<file path="src/rtl/btn_pkg.sv">
// Shared types and sizing helper for the btn_scan_ctrl debounce controller.
package btn_pkg;

  typedef enum logic [1:0] {
    ZERO  = 2'd0,
    WAIT1 = 2'd1,
    ONE   = 2'd2,
    WAIT0 = 2'd3
  } chan_state_e;

  typedef struct packed {
    logic press;
    logic long_press;
  } btn_evt_t;

  // Bits needed to hold any value in 0..max_val, never less than one.
  function automatic int cnt_width(input int max_val);
    return (max_val < 2) ? 1 : $clog2(max_val + 1);
  endfunction

endpackage

</file>
<file path="src/rtl/btn_chan.sv">
// One debounce channel: 2-flop synchronizer, tick-driven debounce FSM and,
// when BTN_LONG_PRESS_EN is defined, a saturating long-press tick counter.
module btn_chan
  import btn_pkg::*;
#(
  parameter int STABLE_CNT = 3,
  parameter int LONG_TICKS = 16
) (
  input  logic     clk,
  input  logic     reset_n,
  input  logic     raw,
  input  logic     tick,
  output logic     level,
  output logic     post,
  output btn_evt_t evt
);

  localparam int CNT_W = cnt_width(STABLE_CNT);
  localparam logic [CNT_W-1:0] CNT_LAST = CNT_W'(STABLE_CNT - 1);

  if (STABLE_CNT < 1 || STABLE_CNT > 15 || LONG_TICKS < 1) begin : g_bad_param
    $error("btn_chan: STABLE_CNT or LONG_TICKS out of range");
  end

  logic             sync1_q, sync1_d, sync2_q, sync2_d;
  chan_state_e      state_q, state_d;
  logic [CNT_W-1:0] cnt_q, cnt_d;
  logic             level_q, level_d;
  logic             press_entry;

`ifdef BTN_LONG_PRESS_EN
  localparam int LONG_W = cnt_width(LONG_TICKS);
  localparam logic [LONG_W-1:0] LONG_MAX = LONG_W'(LONG_TICKS);
  logic [LONG_W-1:0] long_cnt_q, long_cnt_d;
`endif

  always_comb begin
    sync1_d     = raw;
    sync2_d     = sync1_q;
    state_d     = state_q;
    cnt_d       = cnt_q;
    level_d     = level_q;
    press_entry = 1'b0;
    post        = 1'b0;
    evt         = '0;
    if (tick) begin
      case (state_q)
        ZERO: if (sync2_q) begin
          if (STABLE_CNT == 1) begin
            state_d     = ONE;
            press_entry = 1'b1;
          end else begin
            state_d = WAIT1;
            cnt_d   = CNT_W'(1);
          end
        end
        WAIT1: begin
          if (!sync2_q) begin
            state_d = ZERO;
          end else if (cnt_q == CNT_LAST) begin
            state_d     = ONE;
            press_entry = 1'b1;
          end else begin
            cnt_d = cnt_q + 1'b1;
          end
        end
        ONE: if (!sync2_q) begin
          if (STABLE_CNT == 1) begin
            state_d = ZERO;
            level_d = 1'b0;
            post    = 1'b1;
          end else begin
            state_d = WAIT0;
            cnt_d   = CNT_W'(1);
          end
        end
        WAIT0: begin
          // Bouncing back high returns to ONE silently: no second press.
          if (sync2_q) begin
            state_d = ONE;
          end else if (cnt_q == CNT_LAST) begin
            state_d = ZERO;
            level_d = 1'b0;
            post    = 1'b1;
          end else begin
            cnt_d = cnt_q + 1'b1;
          end
        end
        default: state_d = ZERO;
      endcase
    end
    if (press_entry) begin
      level_d   = 1'b1;
      post      = 1'b1;
      evt.press = 1'b1;
    end
`ifdef BTN_LONG_PRESS_EN
    long_cnt_d = long_cnt_q;
    if (press_entry) begin
      long_cnt_d = '0;
    end else if (tick && state_q == ONE && sync2_q && long_cnt_q != LONG_MAX) begin
      long_cnt_d = long_cnt_q + 1'b1;
      if (long_cnt_q == LONG_MAX - 1'b1) begin
        post           = 1'b1;
        evt.press      = 1'b1;
        evt.long_press = 1'b1;
      end
    end
`endif
  end

  always_ff @(posedge clk or negedge reset_n) begin
    if (!reset_n) begin
      sync1_q <= 1'b0;
      sync2_q <= 1'b0;
      state_q <= ZERO;
      cnt_q   <= '0;
      level_q <= 1'b0;
    end else begin
      sync1_q <= sync1_d;
      sync2_q <= sync2_d;
      state_q <= state_d;
      cnt_q   <= cnt_d;
      level_q <= level_d;
    end
  end

`ifdef BTN_LONG_PRESS_EN
  always_ff @(posedge clk or negedge reset_n) begin
    if (!reset_n) begin
      long_cnt_q <= '0;
    end else begin
      long_cnt_q <= long_cnt_d;
    end
  end
`endif

  assign level = level_q;

endmodule

</file>
<file path="src/rtl/btn_scan_ctrl.sv">
// Multi-button debounce controller: shared tick prescaler, per-button channels,
// one-deep pending slots and a round-robin event port. Long press needs BTN_LONG_PRESS_EN.
module btn_scan_ctrl
  import btn_pkg::*;
#(
  parameter int NUM_BTN    = 4,
  parameter int TICK_W     = 2,
  parameter int STABLE_CNT = 3,
  parameter int LONG_TICKS = 16
) (
  input  logic                       clk,
  input  logic                       reset_n,
  input  logic [NUM_BTN-1:0]         btn_raw,
  output logic [NUM_BTN-1:0]         btn_level,
  output logic                       evt_valid,
  input  logic                       evt_ready,
  output logic [$clog2(NUM_BTN)-1:0] evt_id,
  output logic                       evt_press,
  output logic                       evt_long,
  output logic                       evt_ovf
);

  localparam int ID_W = $clog2(NUM_BTN);

  logic [TICK_W-1:0]  presc_q, presc_d;
  logic               tick;
  logic [NUM_BTN-1:0] post;
  btn_evt_t           post_evt [NUM_BTN];
  logic [NUM_BTN-1:0] pend_q, pend_d, avail;
  btn_evt_t           pend_evt_q [NUM_BTN];
  btn_evt_t           pend_evt_d [NUM_BTN];
  logic [ID_W-1:0]    ptr_q, ptr_d, sel, cand;
  logic               evt_valid_q, evt_valid_d;
  logic [ID_W-1:0]    evt_id_q, evt_id_d;
  logic               evt_press_q, evt_press_d;
  logic               evt_long_q, evt_long_d;
  logic               evt_ovf_q, evt_ovf_d;
  logic               hs, found;

  assign tick = &presc_q;

  for (genvar gi = 0; gi < NUM_BTN; gi++) begin : g_chan
    btn_chan #(
      .STABLE_CNT(STABLE_CNT),
      .LONG_TICKS(LONG_TICKS)
    ) u_chan (
      .clk    (clk),
      .reset_n(reset_n),
      .raw    (btn_raw[gi]),
      .tick   (tick),
      .level  (btn_level[gi]),
      .post   (post[gi]),
      .evt    (post_evt[gi])
    );
  end

  always_comb begin
    presc_d     = presc_q + 1'b1;
    hs          = evt_valid_q & evt_ready;
    pend_d      = pend_q;
    pend_evt_d  = pend_evt_q;
    ptr_d       = ptr_q;
    evt_valid_d = evt_valid_q;
    evt_id_d    = evt_id_q;
    evt_press_d = evt_press_q;
    evt_long_d  = evt_long_q;
    evt_ovf_d   = evt_ovf_q;
    found       = 1'b0;
    sel         = '0;
    cand        = '0;
    if (hs) begin
      pend_d[evt_id_q] = 1'b0;
      ptr_d = (int'(evt_id_q) == NUM_BTN - 1) ? '0 : evt_id_q + 1'b1;
    end
    // Only slots filled before this edge compete; fresh posts show up next cycle.
    avail = pend_d;
    if (!evt_valid_q || hs) begin
      for (int k = 0; k < NUM_BTN; k++) begin
        cand = ID_W'((int'(ptr_d) + k) % NUM_BTN);
        if (!found && avail[cand]) begin
          found = 1'b1;
          sel   = cand;
        end
      end
      evt_valid_d = found;
      if (found) begin
        evt_id_d    = sel;
        evt_press_d = pend_evt_q[sel].press;
        evt_long_d  = pend_evt_q[sel].long_press;
      end
    end
    for (int i = 0; i < NUM_BTN; i++) begin
      if (post[i]) begin
        if (pend_d[i]) begin
          evt_ovf_d = 1'b1;
        end else begin
          pend_d[i]     = 1'b1;
          pend_evt_d[i] = post_evt[i];
        end
      end
    end
`ifndef BTN_LONG_PRESS_EN
    evt_long_d = 1'b0;
`endif
  end

  always_ff @(posedge clk or negedge reset_n) begin
    if (!reset_n) begin
      presc_q     <= '0;
      pend_q      <= '0;
      pend_evt_q  <= '{default: '0};
      ptr_q       <= '0;
      evt_valid_q <= 1'b0;
      evt_id_q    <= '0;
      evt_press_q <= 1'b0;
      evt_long_q  <= 1'b0;
      evt_ovf_q   <= 1'b0;
    end else begin
      presc_q     <= presc_d;
      pend_q      <= pend_d;
      pend_evt_q  <= pend_evt_d;
      ptr_q       <= ptr_d;
      evt_valid_q <= evt_valid_d;
      evt_id_q    <= evt_id_d;
      evt_press_q <= evt_press_d;
      evt_long_q  <= evt_long_d;
      evt_ovf_q   <= evt_ovf_d;
    end
  end

  assign evt_valid = evt_valid_q;
  assign evt_id    = evt_id_q;
  assign evt_press = evt_press_q;
  assign evt_long  = evt_long_q;
  assign evt_ovf   = evt_ovf_q;

endmodule

</file>
<file path="config.mk">
export PLATFORM = sky130hd
export DESIGN_NAME = btn_scan_ctrl
export DESIGN_NICKNAME = d
export VERILOG_FILES = /design/src/rtl/btn_pkg.sv /design/src/rtl/btn_chan.sv /design/src/rtl/btn_scan_ctrl.sv
export SDC_FILE = /design/constraint.sdc
export NUM_CORES = 1
export LEC_CHECK = 0
export BUFFER_PORTS_ARGS = -buffer_cell sky130_fd_sc_hd__buf_2
export CAP_MARGIN = 20
export CORE_ASPECT_RATIO = 1.4
export CORE_UTILIZATION = 35
export CTS_BUF_LIST = sky130_fd_sc_hd__clkbuf_8
export CTS_CLUSTER_DIAMETER = 50
export DETAILED_ROUTE_END_ITERATION = 8
export MAX_ROUTING_LAYER = met4
export PLACE_DENSITY = 0.5
export SYNTH_ARGS = -nofsm -noshare
export SYNTH_HDL_FRONTEND = slang
export SYNTH_SLANG_ARGS = --single-unit
export TNS_END_PERCENT = 10
</file>
<file path="constraint.sdc">
create_clock -name clk -period 5 [get_ports clk]
set_input_delay 0.5 -clock clk [delete_from_list [all_inputs] [get_ports clk]]
set_output_delay 0.5 -clock clk [all_outputs]
set_load 0.01 [all_outputs]
</file>
After elaboration in Yosys (flattened, before gate mapping)
Index checks and enable logic that the tools add are counted.
{"block": "totals", "ff_bits": 45, "inputBits": 7, "out_inout_bits": 10, "wordCells": 288}
{"block": "classes", "addsub": 9, "n_lt_le_gt_ge": 7, "n_eq_ne": 45, "n_mux": 145, "bitwise_logic": 8, "reduce_logical": 43}
{"cell": "2-to-1 mux 2 bit", "n": 49}
{"cell": "2-to-1 mux 1 bit", "n": 81}
{"cell": "case mux 2 bit (4 select lines)", "n": 8}
{"cell": "AND reduction 6 bit", "n": 8}
{"cell": "equality test 2 bit (second input constant)", "n": 12}
{"cell": "!= test 2 bit (second input constant)", "n": 12}
{"cell": "nonzero test 2 bit", "n": 12}
{"cell": "!= test 2 x 1 -> 1 bit (second input constant)", "n": 8}
{"cell": "AND reduction 4 bit", "n": 4}
{"cell": "< comparator 2 x 3 -> 1 bit (second input constant)", "n": 5}
{"cell": "adder 2 x 1 -> 2 bit (second input constant)", "n": 7}
{"cell": "!= test 3 x 1 -> 1 bit (second input constant)", "n": 4}
{"cell": "!= test 3 bit (second input constant)", "n": 4}
{"cell": "AND reduction 2 bit", "n": 6}
{"cell": "equality test 2 x 1 -> 1 bit (second input constant)", "n": 5}
{"cell": "binary-select mux 1 bit (select 2 bit)", "n": 4}
{"cell": "zero test 2 bit", "n": 4}
{"cell": "adder 2 bit (second input constant)", "n": 2}
{"cell": "AND 4 bit", "n": 1}
{"cell": "binary-select mux 2 bit (select 2 bit)", "n": 1}
{"cell": "logical AND 1 bit", "n": 4}
{"cell": "zero test 1 bit", "n": 4}
{"cell": "2-to-1 mux 4 bit", "n": 1}
{"cell": "NOT 1 bit", "n": 4}
{"cell": "other kinds (7)", "n": 7}

Depth between registers and ports, before layout
{"block": "depth", "word_depth": 27, "ltp_mapped": 9, "ltp_nobuf": 9}

Hierarchy
A second synthesis with hierarchy kept.
{"block": "hier_totals", "cells_unflattened": 221, "hier_area_um2": 2316.0}
{"module": "btn_chan", "instances": 4, "cells_per_inst": 34, "area_each_um2": 351.6}
{"module": "btn_scan_ctrl", "instances": 1, "cells_per_inst": 85, "area_each_um2": 909.6}

Worst setup path after synthesis
Ideal clock, no wire load.
{"block": "synth_timing", "kind": "reg2reg", "startpoint": "reg evt_id_q[0] (netlist: evt_id[0])", "endpoint": "reg evt_press_q (netlist: evt_press)", "setup_ns": 0.137, "arrival_ns": 1.979, "path_slack_ns": 2.884, "path_stages_with_launch": 10, "path_buffers": 0, "period_less_slack_ns": 2.116, "path_cell_list": "dfrtp_1 inv_1 ha_1 and3_1 nor2_1 inv_2 mux2i_1 a221oi_2 mux2i_1 o311ai_2"}
{"element": "start, declared", "line_no": "btn_scan_ctrl.sv:34", "source": "logic [ID_W-1:0] evt_id_q, evt_id_d;"}
{"element": "start signal, assigned", "line_no": "btn_scan_ctrl.sv:124", "source": "evt_id_q <= evt_id_d;"}
{"element": "adder 2 x 1 -> 2 bit / equality test 2 x 1 -> 1 bit (equally long branches)", "line_no": "btn_scan_ctrl.sv:73", "source": "ptr_d = (int'(evt_id_q) == NUM_BTN - 1) ? '0 : evt_id_q + 1'b1;"}
{"element": "2-to-1 mux 2 bit (*)", "line_no": "btn_scan_ctrl.sv:73"}
{"element": "2-to-1 mux 2 bit (*)", "line_no": "btn_scan_ctrl.sv:71", "source": "if (hs) begin"}
{"element": "via ptr_d[1]", "line_no": "btn_scan_ctrl.sv:32", "source": "logic [ID_W-1:0] ptr_q, ptr_d, sel, cand;"}
{"element": "binary-select mux 1 bit (select 2 bit)", "line_no": "btn_scan_ctrl.sv:80", "source": "if (!found && avail[cand]) begin"}
{"element": "2-to-1 mux 1 bit (implied by the code)", "line_no": "btn_scan_ctrl.sv:80"}
{"element": "2-to-1 mux 1 bit", "line_no": "btn_scan_ctrl.sv:80"}
{"element": "2-to-1 mux 1 bit", "line_no": "btn_scan_ctrl.sv:77", "source": "if (!evt_valid_q || hs) begin"}
{"element": "(+7 left out)"}
{"element": "2-to-1 mux 1 bit", "line_no": "btn_scan_ctrl.sv:77"}
{"element": "zero test 1 bit", "line_no": "btn_scan_ctrl.sv:80"}
{"element": "logical AND 1 bit", "line_no": "btn_scan_ctrl.sv:80"}
{"element": "2-to-1 mux 2 bit", "line_no": "btn_scan_ctrl.sv:80"}
{"element": "2-to-1 mux 2 bit", "line_no": "btn_scan_ctrl.sv:77"}
{"element": "NOT 2 -> 3 bit"}
{"element": "binary-select mux 2 bit (select 2 bit)"}
{"element": "2-to-1 mux 2 bit (implied by the code) (2 in a row)", "line_no": "btn_scan_ctrl.sv:88", "source": "evt_press_d = pend_evt_q[sel].press;"}
{"element": "end signal, assigned", "line_no": "btn_scan_ctrl.sv:125", "source": "evt_press_q <= evt_press_d;"}
{"element": "end, declared", "line_no": "btn_scan_ctrl.sv:35", "source": "logic evt_press_q, evt_press_d;"}
Mark *: on every way through the listed nets, which the timed path passes. The rest lies on a longest branch. The select of a mux whose other input is x is not followed.
A chain may end at the register's enable or synchronous reset.

Worst setup path after layout
Same ends and word-level chain as after synthesis.

==> results.py <==
metrics = {
    "synth": {
        "synth-async-reset-ratio": 1.00,
        "ys_top_cells_by_area": "dfrtp_1 (51%), ha_1 (5.6%), nand2_1 (5.3%)",
        "synth_edf_count": 0,
        "synth-xor-area-share": 0.0158,
        "flop_and_latch_count_out_of_synthesis": 45,
        "yosysUniqueCellTypes": 50,
        "netlist.top_cell.by_area": "dfrtp_1",
        "synth-simple-area-share": 0.162,
        "syn_nets": 241,
        "synth_compound_area_frac": 0.184,
        "main_combinational_cell_family_by_area_after_synthesis": "compound AO/OA/AOI/OAI gates",
        "synth.mux.area_fraction": 0.0243,
        "syn_avg_cell_area_sq_um": 9.89,
        "synthesized_area_fraction_occupied_by_adder_cells": 0.0565,
        "post-synth-top-area-fraction": 0.508,
        "ys_seq_area_frac": 0.508,
        "post_synth_inst_count": 224,
        "synth.cell_area_sq_um": 2210,
        "ys_warn_count": 0,
        "synth_ff_type": "dfrtp_1",
    },
    "clock_tree": {
        "htree_num_levels": 2,
        "clock_slew_at_the_register_clock_pins_of_the_worst_setup_and_hold_paths_ps": 90,
        "cts_tree": "built",
        "worstSkewPairLatency_ps": 300,
        "post_cts_setup_buffer_count": 0,
        "cts_hold_repair.buffers": 0,
        "post_cts.resized_instances": 0,
        "cts_root_buffer": "clkbuf_8",
        "cts_buffers": 5,
        "cts_sinks": 45,
        "cts-root-to-sink-buffers": 2,
    },
    "place": {
        "postPlaceCellArea_sq_um": 2330,
        "buffer_ports.inserted": 15,
        "globalplace.congestion": 0.771,
        "detailedPlacementHpwl_um": 3210,
    },
    "power_and_ir_drop": {
        "clock_power_share": 0.217,
        "power.switching_fraction": 0.361,
        "comb_power_share": 0.352,
        "power_leakage_uw": 0.00120,
        "ir_drop_mv": 0.181,
        "cellPowerDensity_nw_per_um2": 526,
        "p_switching_uw": 469,
        "intPower_uw": 831,
        "power_frac_seq": 0.431,
    },
    "route": {
        "drt_pre_antenna_iters": 4,
        "antenna_left": 0,
        "vias": 1659,
        "final_wl_um": 4410,
        "drtIter0Drc": 61,
        "drt-vias-per-instance": 5.33,
        "routedWlPerCell_um": 14.2,
        "drc": 0,
    },
    "sta": {
        "timing.clock.skew_ps": 9.26,
        "period_share": 0.453,
        "max_transition_viols_final": 0,
        "setup-violations-final": 0,
        "max_freq_mhz": 441,
        "final.min_clock_period_ps": 2270,
        "hold_viol_final": 0,
        "fin_tns_setup_ps": 0,
        "fin_worst_hold_slack_ps": 111,
        "rsz0062_at_grt": "no",
    },
    "setup_path": {
        "cpMaxStageDelayCell": "dfrtp_1",
        "cp_num_cells": 9,
        "cp_data_arrival_time_ps": 2430,
        "timing.critical_path.slowest_cell_delay_ps": 440,
        "critical_path.top_delay_family": "flip-flops",
        "critical_path_class": "flop to flop",
        "cp-end-kind": "flop",
        "cp_num_buf_inv": 2,
        "crit_path_start_kind": "flop",
        "ff2ff_path_depth": 9,
        "crit_chain": "inv_1 > ha_1 > and3_1 > nor2_1 > inv_2 > mux2i_1 > a221oi_2 > mux2i_1 > o311ai_2",
        "required_ps": 5160,
        "ff2ff_setup_slack_ps": 2730,
        "critPathMostFrequentCell": "mux2i_1",
        "path_max_fanout": 6,
    },
    "final_layout": {
        "fraction_of_final_layout_cells_sized_beyond_drive_strength_1": 0.133,
        "total_inserted_antenna_cells": 0,
        "nFillCells": 595,
        "signed_area_change_from_the_synthesized_netlist_to_the_final_layout_pct": 11.5,
        "nets": 257,
        "stdcell_area_sq_um": 2470,
        "final_core_utilization": 0.412,
    },
    "floorplanning": {
        "core_region_area_sq_um": 5990,
        "fp.dieArea_sq_um": 6650,
        "initial_core_utilization": 0.370,
        "rows": 33,
        "fp.dieH_um": 96.1,
        "io-pin-count": 17,
        "die_width_um": 69.2,
    },
    "grt": {
        "grt_antenna_before_repair": 0,
        "pin_count_of_the_biggest_net_entering_global_routing": 46,
        "grt.total_usage": 0.151,
        "grt_first_pass_wirelength_um": 7630,
        "grt-ovfl-total": 0,
        "number_of_global_route_vias_before_repair": 1641,
    },
    "outcome": {
        "status": "complete, no violations",
    },
    "flow_run": {
        "maxCapViolCount": 0,
    },
    "min_path": {
        "min-delay-path-class": "primary input to async pin",
    },
}
==> per-layer routing <==
layer | track usage | share of wire | vias up
met5 | - | 0 | -
met4 | 0.0714 | 0.023 | 0
met3 | 0.0293 | 0.022 | 10
met2 | 0.261 | 0.50 | 21
met1 | 0.170 | 0.45 | 803
li1 | - | - | 825
==> registers in the layout (all words and copies together) (netlist names), named ones only <==
name                   cells
evt_id                     2
evt_ovf                    1
evt_press                  1
evt_valid                  1
g_chan.u_chan.cnt_q        8
g_chan.u_chan.level        4
g_chan.u_chan.state_q      4
g_chan.u_chan.sync1_q      4
g_chan.u_chan.sync2_q      4
pend_evt_q                 4
pend_q                     4
presc_q                    2
ptr_q                      2
==> worst paths after layout <==
kind                                           from                  endpoint
setup / recovery                          evt_id[0]                 evt_press
hold / removal                              reset_n  g_chan[0].u_chan.sync1_q
setup reg to reg                          evt_id[0]                 evt_press
hold reg to reg            g_chan[3].u_chan.sync1_q  g_chan[3].u_chan.sync2_q
max in group asynchronous                   reset_n                 evt_press
min in group clk                         btn_raw[0]  g_chan[0].u_chan.sync1_q
==> per-stage QoR <==
step / worst slack (ps) / total power (uW) / instances
6_report: 2730 / 1300 / 311
3_5_place_dp: 2740 / 1020 / 302
3_3_place_gp: 2780 / 1020 / 302
4_1_cts: 2720 / 1310 / 310
5_1_grt: 2520 / 1410 / 311
2_1_floorplan: 2880 / 898 / 224
==> cell usage in the layout, fill, tap and decap left out, types with 5 or more instances in the layout <==
master	n
buf_2	15
nor3_1	5
clkbuf_8	6
a21oi_1	12
dfrtp_1	45
nand3_1	13
inv_1	16
nor2_1	10
ha_1	10
nand2_1	31
o21ai_0	19
==> synth_stat cells (2+ instances only) <==
cell,count
inv_1,15
and3_1,3
nor2_1,10
nand2b_1,2
clkbuf_1,2
mux2i_1,2
nand3_1,13
o31ai_1,2
o32a_1,2
xor2_1,3
o22ai_1,2
a22oi_1,2
a211oi_1,2
a21o_1,3
o21ai_0,19
dfrtp_1,45
a31oi_1,3
nor3_1,5
mux2_2,3
a21oi_1,12
ha_1,10
buf_4,5
nand2_1,31
a221oi_1,2
==> logic make-up after synthesis <==
logic type | count (synthesis)
buf+inv | 23
flops | 45
simple gates | 75
mux | 5
xor+xnor | 4
fa+ha+maj | 10
other cells | 1
compound gates | 61
==> power groups by stage <==
stage | clock network (uW) | registers (uW) | logic [uW]
after global placement | 0 | 565 | 453
final | 282 | 560 | 458
after floorplan | 0 | 552 | 346
after CTS | 292 | 560 | 460
after detailed placement | 0 | 567 | 457
after global routing | 308 | 578 | 526
==> cell type report <==
cell class	count	area [sq um]	share of cell area
well taps	70	87.6	0.0355
clock buffers	6	82.6	0.0335
clock inverters	2	33.8	0.0137
repair buffers	16	95.1	0.0385
multi-input cells	156	983	0.398
inverters	16	60.1	0.0243
flip-flops and latches	45	1130	0.456
Note: power is estimated with default switching activity, not from simulation.
